`src/rtl/ofdm_symbol_sched_pkg.sv`:
```
// Shared types and constants for the OFDM symbol scheduler.
// Slot type codes, FSM states and default subcarrier maps.
package ofdm_symbol_sched_pkg;

  localparam logic [1:0] SC_TYPE_DATA  = 2'b00;
  localparam logic [1:0] SC_TYPE_PILOT = 2'b01;
  localparam logic [1:0] SC_TYPE_NULL  = 2'b10;

  typedef enum logic [2:0] {
    ST_IDLE,
    ST_FILL,
    ST_KICK,
    ST_WAIT,
    ST_DONE
  } state_t;

  localparam logic [15:0] DEF_PILOT_MASK = 16'h0810;
  localparam logic [15:0] DEF_NULL_MASK  = 16'h8001;
  localparam logic [3:0]  DEF_PILOT_VAL  = 4'b0101;

  // Symbol counter width; a single-symbol frame still gets one bit.
  function automatic int sym_w(input int syms);
    return (syms > 1) ? $clog2(syms) : 1;
  endfunction

endpackage

```
`src/rtl/ofdm_symbol_sched_slot_decode.sv`:
```
// Per-slot classification of the subcarrier map.
// Null wins over pilot; pilot word flips on odd symbols.
module ofdm_slot_decode
  import ofdm_symbol_sched_pkg::*;
#(
  parameter int NSC = 16,
  parameter int DW  = 4,
  parameter logic [NSC-1:0] PILOT_MASK = NSC'(DEF_PILOT_MASK),
  parameter logic [NSC-1:0] NULL_MASK  = NSC'(DEF_NULL_MASK),
  parameter logic [DW-1:0]  PILOT_VAL  = DW'(DEF_PILOT_VAL),
  localparam int KW = $clog2(NSC)
) (
  input  logic [KW-1:0] i_k,
  input  logic          i_odd,
  output logic          o_is_null,
  output logic          o_is_pilot,
  output logic [DW-1:0] o_pilot_word
);

  // Pure lookup on the slot index and symbol parity
  always_comb begin
    o_is_null    = NULL_MASK[i_k];
    o_is_pilot   = PILOT_MASK[i_k] & ~NULL_MASK[i_k];
    o_pilot_word = PILOT_VAL ^ {DW{i_odd}};
  end

endmodule

```
`src/rtl/ofdm_symbol_sched.sv`:
```
// OFDM symbol scheduler: fills the IFFT input buffer slot by
// slot, kicks the IFFT and repeats for every symbol of a frame.
module ofdm_symbol_sched
  import ofdm_symbol_sched_pkg::*;
#(
  parameter int NSC  = 16,
  parameter int DW   = 4,
  parameter int SYMS = 8,
  parameter logic [NSC-1:0] PILOT_MASK = NSC'(DEF_PILOT_MASK),
  parameter logic [NSC-1:0] NULL_MASK  = NSC'(DEF_NULL_MASK),
  parameter logic [DW-1:0]  PILOT_VAL  = DW'(DEF_PILOT_VAL),
  localparam int KW = $clog2(NSC),
  localparam int SW = sym_w(SYMS)
) (
  input  logic          i_clk,
  input  logic          i_reset,
  input  logic          i_start,
  input  logic [DW-1:0] i_din,
  input  logic          i_din_valid,
  output logic          o_din_ready,
  output logic          o_sc_we,
  output logic [KW-1:0] o_sc_idx,
  output logic [DW-1:0] o_sc_data,
  output logic [1:0]    o_sc_type,
  output logic          o_ifft_start,
  input  logic          i_ifft_done,
  output logic          o_busy,
  output logic [SW-1:0] o_sym_cnt,
  output logic          o_frame_done
);

  state_t        r_state;
  logic [KW-1:0] r_k;
  logic [SW-1:0] r_sym;
  logic          r_we;
  logic [KW-1:0] r_idx;
  logic [DW-1:0] r_data;
  logic [1:0]    r_type;
  logic          r_ifft;
  logic          r_busy;
  logic          r_fd;

  state_t        w_state_n;
  logic [KW-1:0] w_k_n;
  logic [SW-1:0] w_sym_n;
  logic          w_we_n;
  logic [KW-1:0] w_idx_n;
  logic [DW-1:0] w_data_n;
  logic [1:0]    w_type_n;
  logic          w_ifft_n;
  logic          w_busy_n;
  logic          w_fd_n;
  logic          w_rdy;
  logic          w_take;

  logic          w_is_null;
  logic          w_is_pilot;
  logic [DW-1:0] w_pilot_word;

  ofdm_slot_decode #(
    .NSC        (NSC),
    .DW         (DW),
    .PILOT_MASK (PILOT_MASK),
    .NULL_MASK  (NULL_MASK),
    .PILOT_VAL  (PILOT_VAL)
  ) u_dec (
    .i_k          (r_k),
    .i_odd        (r_sym[0]),
    .o_is_null    (w_is_null),
    .o_is_pilot   (w_is_pilot),
    .o_pilot_word (w_pilot_word)
  );

  // Next-state and next-output decision for the frame sequencer
  always_comb begin
    w_state_n = r_state;
    w_k_n     = r_k;
    w_sym_n   = r_sym;
    w_we_n    = 1'b0;
    w_idx_n   = r_idx;
    w_data_n  = r_data;
    w_type_n  = r_type;
    w_ifft_n  = 1'b0;
    w_busy_n  = r_busy;
    w_fd_n    = 1'b0;
    w_rdy     = 1'b0;
    w_take    = 1'b0;
    unique case (r_state)
      ST_IDLE: begin
        if (i_start) begin
          w_state_n = ST_FILL;
          w_k_n     = '0;
          w_sym_n   = '0;
          w_busy_n  = 1'b1;
        end
      end
      ST_FILL: begin
        w_rdy  = ~w_is_null & ~w_is_pilot;
        w_take = ~w_rdy | i_din_valid;
        if (w_take) begin
          w_we_n  = 1'b1;
          w_idx_n = r_k;
          unique case (1'b1)
            w_is_null: begin
              w_data_n = '0;
              w_type_n = SC_TYPE_NULL;
            end
            w_is_pilot: begin
              w_data_n = w_pilot_word;
              w_type_n = SC_TYPE_PILOT;
            end
            default: begin
              w_data_n = i_din;
              w_type_n = SC_TYPE_DATA;
            end
          endcase
          if (r_k == KW'(NSC - 1)) begin
            w_state_n = ST_KICK;
            w_k_n     = '0;
            w_ifft_n  = 1'b1;
          end else begin
            w_k_n = r_k + 1'b1;
          end
        end
      end
      ST_KICK: begin
        w_state_n = ST_WAIT;
      end
      ST_WAIT: begin
        if (i_ifft_done) begin
          if (r_sym == SW'(SYMS - 1)) begin
            w_state_n = ST_DONE;
            w_fd_n    = 1'b1;
          end else begin
            w_state_n = ST_FILL;
            w_sym_n   = r_sym + 1'b1;
            w_k_n     = '0;
          end
        end
      end
      ST_DONE: begin
        w_state_n = ST_IDLE;
        w_busy_n  = 1'b0;
      end
      default: begin
        w_state_n = ST_IDLE;
      end
    endcase
  end

  // State register and registered outputs
  always_ff @(posedge i_clk) begin
    if (i_reset) begin
      r_state <= ST_IDLE;
      r_k     <= '0;
      r_sym   <= '0;
      r_we    <= 1'b0;
      r_idx   <= '0;
      r_data  <= '0;
      r_type  <= '0;
      r_ifft  <= 1'b0;
      r_busy  <= 1'b0;
      r_fd    <= 1'b0;
    end else begin
      r_state <= w_state_n;
      r_k     <= w_k_n;
      r_sym   <= w_sym_n;
      r_we    <= w_we_n;
      r_idx   <= w_idx_n;
      r_data  <= w_data_n;
      r_type  <= w_type_n;
      r_ifft  <= w_ifft_n;
      r_busy  <= w_busy_n;
      r_fd    <= w_fd_n;
    end
  end

  assign o_din_ready  = w_rdy & ~i_reset;
  assign o_sc_we      = r_we;
  assign o_sc_idx     = r_idx;
  assign o_sc_data    = r_data;
  assign o_sc_type    = r_type;
  assign o_ifft_start = r_ifft;
  assign o_busy       = r_busy;
  assign o_sym_cnt    = r_sym;
  assign o_frame_done = r_fd;

endmodule

```
`config.mk`:
```
export PLATFORM = sky130hd
export DESIGN_NAME = ofdm_symbol_sched
export DESIGN_NICKNAME = d
export VERILOG_FILES = /design/src/rtl/ofdm_symbol_sched_pkg.sv /design/src/rtl/ofdm_symbol_sched_slot_decode.sv /design/src/rtl/ofdm_symbol_sched.sv
export SDC_FILE = /design/constraint.sdc
export NUM_CORES = 1
export LEC_CHECK = 0
export CELL_PAD_IN_SITES_DETAIL_PLACEMENT = 0
export CELL_PAD_IN_SITES_GLOBAL_PLACEMENT = 2
export CORE_UTILIZATION = 25
export CTS_BUF_LIST = sky130_fd_sc_hd__clkbuf_8
export DETAILED_ROUTE_END_ITERATION = 8
export HOLD_SLACK_MARGIN = 0.05
export PLACE_DENSITY_LB_ADDON = 0.25
export SKIP_CTS_REPAIR_TIMING = 1
export SLEW_MARGIN = 10
export SYNTH_ARGS = -nofsm -noshare
export SYNTH_HDL_FRONTEND = slang
export SYNTH_SLANG_ARGS = --single-unit
export TNS_END_PERCENT = 20
```
`constraint.sdc`:
```
create_clock -name i_clk -period 4.43 [get_ports i_clk]
set_input_delay 0.6645 -clock i_clk [delete_from_list [all_inputs] [get_ports i_clk]]
set_output_delay 0.6645 -clock i_clk [all_outputs]
set_load 0.005 [all_outputs]
```
# After elaboration in Yosys (flattened, before gate mapping)
# Memories as Yosys holds them, arrays and structs flattened. A register that Yosys moved wholly into a read port is not among the register bits.
# Index checks and enable logic that the tools add are counted.
dict set report word_totals {
  n_memories 2
  ff_bits 24
  latchBits 0
  ram_bits 0
  inputBits 9
  output_inout_bits 18
  mem_bits_ro 32
}
# name words word_bits read_ports rd_ports_with_merged_regs write_ports line
set memory_table {}
lappend memory_table {{(name not given)} 16 1 1 1 0 ofdm_symbol_sched_slot_decode.sv:22} ;# o_is_null = NULL_MASK[i_k];
lappend memory_table {{(name not given)} 16 1 1 1 0 ofdm_symbol_sched_slot_decode.sv:23} ;# o_is_pilot = PILOT_MASK[i_k] & ~NULL_MASK[i_k];
dict set report classes {
  n_reduce_logical 12
  order_cmp 1
  eq_ne 11
  add_sub_neg 2
  div_mod_pow 0
  bitwise 13
  n_shift 0
  mul 0
  muxes 30
}
# op count
set op_table {}
lappend op_table {{2-to-1 mux 4 bit} 9}
lappend op_table {{2-to-1 mux 3 bit} 8}
lappend op_table {{case mux 3 bit (4 select lines)} 1}
lappend op_table {{case mux 4 bit (3 select lines)} 1}
lappend op_table {{!= test 2 bit, second input constant} 5}
lappend op_table {{inverter 1 bit} 8}
lappend op_table {{case mux 4 bit (2 select lines)} 1}
lappend op_table {{AND reduction 4 bit} 2}
lappend op_table {{2-to-1 mux 1 bit} 7}
lappend op_table {{== test 3 x 2 -> 1 bit, second input constant} 2}
lappend op_table {{== test 3 bit, second input constant} 2}
lappend op_table {{case mux 3 bit (2 select lines)} 1}
lappend op_table {{OR reduction 3 bit} 2}
lappend op_table {{less-than comparator 4 x 5 -> 1 bit, second input constant} 1}
lappend op_table {{AND reduction 5 bit} 1}
lappend op_table {{adder 4 x 1 -> 4 bit, second input constant} 1}
lappend op_table {{== test 4 bit, second input constant} 1}
lappend op_table {{case mux 2 bit (2 select lines)} 1}
lappend op_table {{AND reduction 2 bit} 2}
lappend op_table {{nonzero test 2 bit} 2}
lappend op_table {{adder 3 x 1 -> 3 bit, second input constant} 1}
lappend op_table {{bitwise AND 1 bit} 3}
lappend op_table {{== test 3 x 1 -> 1 bit, second input constant} 1}
lappend op_table {{logical NOT 3 bit} 1}
lappend op_table {{other kinds (5)} 5}

# Depth between registers and ports, before layout
dict set report logic_depth {
  depth_word 12
  depth_mapped 7
  depth_no_buf 7
}

# Modules after synthesis
# From an unflattened synthesis, not the netlist that was laid out.
dict set report hier_totals {
  cells_unflattened 135
  hier_area_um2 1193.6
}
# mod n_inst cells_per_inst area_each_um2
set modules_own_cells {}
lappend modules_own_cells {ofdm_symbol_sched 1 127 1136.1}
lappend modules_own_cells {ofdm_slot_decode 1 8 57.6}

# Worst setup path after synthesis
# OpenSTA, ideal clock, no wires.
dict set report synth_timing {
  path_kind {flip-flop to flip-flop}
  startpoint {reg r_sym[0] (netlist: o_sym_cnt[0])}
  endpoint {reg with a tool-made name}
  path_stages_with_launch 8
  period_less_slack_ps 2127
  t_required_ps 4346
  setup_slack_ps 2303
  setup_time_ps 84
  path_buffers 0
  arrival_time_ps 2042
  path_cell_list {dfxtp_1 -> ha_1 -> ha_1 -> nand3b_1 -> a31o_1 -> a211o_1 -> or3_4 -> o31ai_2}
}
# element line
set synth_rtl {}
lappend synth_rtl {{start, declared} ofdm_symbol_sched.sv:34} ;# logic [SW-1:0] r_sym;
lappend synth_rtl {{start signal, assigned} ofdm_symbol_sched.sv:167} ;# r_sym <= w_sym_n;

# Worst setup path after layout
dict set report layout_timing {
  startpoint {in i_reset}
  endpoint {out o_din_ready}
}
dict set report layout_between {
  elab_chain_cells 2
}
# element line
set layout_rtl {}
lappend layout_rtl {{start, declared} ofdm_symbol_sched.sv:16} ;# input logic i_reset,
lappend layout_rtl {{inverter 1 bit} ofdm_symbol_sched.sv:178} ;# assign o_din_ready = w_rdy & ~i_reset;
lappend layout_rtl {{bitwise AND 1 bit} ofdm_symbol_sched.sv:178}
lappend layout_rtl {{end, declared} ofdm_symbol_sched.sv:20} ;# output logic o_din_ready,
# No other way between the ends.

==> flow_metrics.tcl <==
set metrics [dict create \
    cellLeakagePower_nw 0.564 \
    synth_seq_cells 26 \
    ir_drop_v 0.000109 \
    min_period_over_period_pct 61.8 \
    final_area_mm2 0.00157 \
    cp.buffers_inverters 3 \
    insertedDiodeCount 0 \
    slew_headroom_pct 56.2 \
    drc 0 \
    routed_wl_um 3100 \
    overflow 0 \
    hpwlAfterDp_um 2210 \
    final-setup-viol-count 0 \
    syn_area_mm2 0.00123 \
    portBuffers 26 \
    max-cap-violations 0 \
    syn_to_final_growth_pct 27.6 \
    synth_edf_count 0 \
    core-area_mm2 0.00472 \
    slew_violations 0 \
    gp_congestion 0.861 \
    ys_seq_area_share_pct 42.3 \
    critPathKind "primary input to output port" \
    die_h_um 72.1 \
    via_count 1116 \
    synth.distinct_cells 37 \
    grtUsageTotal_pct 12.6 \
    start_kind "primary input" \
    ys_warn_count 0 \
    drt_pass1_iterations 4 \
    worstSetupEndpointType "output port" \
    synth_top_cell_area_share_pct 42.3 \
    drive_gt1_share_pct 5.49 \
    cp_cell_sequence "clkdlybuf4s50_1 -> buf_4 -> nor4_1 -> clkdlybuf4s50_1" \
    placed_area_mm2 0.00153 \
    yosys_most_used_dff "dfxtp_1" \
    total_power_uw 431 \
    post_drt_wl_per_cell_um 13.4 \
    syn_area_per_cell_um2 8.54 \
    die_w_um 72.1 \
    clk_latency_ns 0.27 \
    grt_pass1_vias 1058 \
    clockRootBuffer "clkbuf_8" \
    clock_sinks 26 \
    rsz0062_at_grt "no" \
    cts_buffer_depth 2 \
    final.setup.worst_slack_ns 1.69 \
    clkTransAtPathRegs_ns 0.08 \
    grt_start_max_net_pins 28 \
    async_reset_ff_share_pct 0 \
    final.setup_skew_ns 0.00559 \
    min_path_type "register to register" \
    critPathTopFamily "buffers and inverters" \
    finalHoldViolCount 0 \
    io_pins 27 \
    cp_max_fo 27 \
    fin_crit_ns 2.74 \
    tritoncts "built" \
    crit_top_cell "clkdlybuf4s50_1" \
    pre_cts_slack_ns 1.68 \
    synth_cells 144 \
    setup_tns_ns 0 \
    start_util_pct 26.0 \
    synth_nets 156 \
    cpPeakStageDelay_ns 0.54 \
    fin_util_pct 33.2 \
    final_antenna_net_count 0 \
    layout.nets 178 \
    cts_max_level 1 \
    grt_pass1_wl_um 5110 \
    antenna_found_initial 0 \
    status "finished clean" \
    worstMarginPinSlew_ns 0.640 \
    cp.required_ns 3.77 \
    powerDensity_mw_per_mm2 275 \
    numCtsBuffers 3 \
    arrival_ns 2.07 \
    fmax_mhz 365 \
    yosysTopAreaCell "dfxtp_1" \
    via_per_inst 4.83 \
    die_area_mm2 0.00520 \
    fp-row-count 25 \
    drtIter0Drc 49 \
    r2r_slack_ns 2.08 \
    synth_area_leaders "dfxtp_1 (42%), nor2_1 (4.9%), nand2_1 (4.6%)" \
    cpMaxStageDelayCell "clkdlybuf4s50_1" \
]
-- flip-flops by register name, summed over array words and instances (netlist names), named ones only --
| register | count |
|---|---|
| r_k | 4 |
| o_ifft_start | 1 |
| o_frame_done | 1 |
| o_busy | 1 |
| o_sc_type | 2 |
| o_sc_idx | 4 |
| o_sc_we | 1 |
| o_sc_data | 4 |
| u_dec.o_is_null | 1 |
| r_state | 3 |
| o_sym_cnt | 3 |
-- where the power goes --
part / leakage (nW) / internal, mW / switching [mW]
sequential: 0.211 / 0.239 / 0.00767
clock: 0.0216 / 0.0610 / 0.0723
combinational: 0.331 / 0.0250 / 0.0256
-- synth_stat cells, types with 2 or more instances --
| cell | instances |
|---|---|
| nor4b_1 | 2 |
| nor2_1 | 16 |
| a21oi_1 | 11 |
| nor4_1 | 3 |
| a211o_1 | 2 |
| nand2_1 | 15 |
| nand4_1 | 2 |
| and3_1 | 5 |
| buf_4 | 2 |
| a211oi_1 | 4 |
| a22oi_1 | 4 |
| dfxtp_1 | 26 |
| mux2i_1 | 3 |
| clkbuf_1 | 5 |
| a31oi_1 | 3 |
| or3_4 | 2 |
| nand2b_1 | 5 |
| nor3_1 | 7 |
| nand3_1 | 2 |
| o21ai_0 | 3 |
| nor2b_1 | 4 |
| ha_1 | 3 |
-- worst paths after layout --
path                             startpoint                       end  cells after the start
setup / recovery                    i_reset               o_din_ready                      4
setup reg to reg  o_sym_cnt[0]$_SDFFE_PP0P_                  register                      7
hold / removal     o_sc_idx[1]$_SDFFE_PP0P_  o_sc_idx[1]$_SDFFE_PP0P_                      2
hold reg to reg    o_sc_idx[1]$_SDFFE_PP0P_  o_sc_idx[1]$_SDFFE_PP0P_                      2
-- final cells by class --
| cell class | instances | area (um2) |
|---|---|---|
| clock buffers | 3 | 41.3 |
| flip-flops and latches | 26 | 520 |
| repair buffers | 27 | 268 |
| inverters | 1 | 3.75 |
| multi-input cells | 107 | 652 |
| well taps | 67 | 83.8 |
| fillers | 503 | 3150 |
-- per-layer routing --
layer  share of wire [%]  vias to the layer above  track usage [%]
met5                   0                        -                0
met4                 1.5                        0             5.23
met3                 4.2                        5             2.22
met2                  46                       27             20.1
met1                  48                      522             16.8
li1                    -                      562                -
-- worst min-delay path, stage by stage (launching register included) --
cell and delay, ns:
dfxtp_1 0.32, nand2_1 0.05, a21oi_1 0.05
-- cells by family (layout without fill, tap and decap cells) --
logic type | count (synthesis) | in the layout | share of synthesized area (%)
flip-flops | 26 | 26 | 42.3
buffers and inverters | 11 | 31 | 4.68
AND/OR/NAND/NOR | 67 | 67 | 28.7
AO/OA/AOI/OAI | 34 | 34 | 18.8
multiplexers | 3 | 3 | 2.44
adder cells (fa/ha/maj) | 3 | 3 | 3.05
-- metrics by stage --
stage | std cells | hold WS (ns)
after detailed placement | 228 | 0.447
after global routing | 231 | 0.494
after CTS | 231 | 0.459
after floorplan | 144 | 0.453
final | 231 | 0.457
after global placement | 228 | 0.450
-- placed cells by master (no fill, tap or decap), drive strengths merged, types with 3 or more instances in the layout --
| cell | instances |
|---|---|
| a211oi | 4 |
| nand2 | 15 |
| dfxtp | 26 |
| mux2i | 3 |
| ha | 3 |
| a31oi | 3 |
| clkbuf | 3 |
| a22oi | 4 |
| nor4 | 3 |
| nand2b | 5 |
| nor3 | 7 |
| clkdlybuf4s50 | 26 |
| a21oi | 11 |
| o21ai | 3 |
| nor2b | 4 |
| nor2 | 16 |
| and3 | 5 |
(Power assumes the default switching activity.)
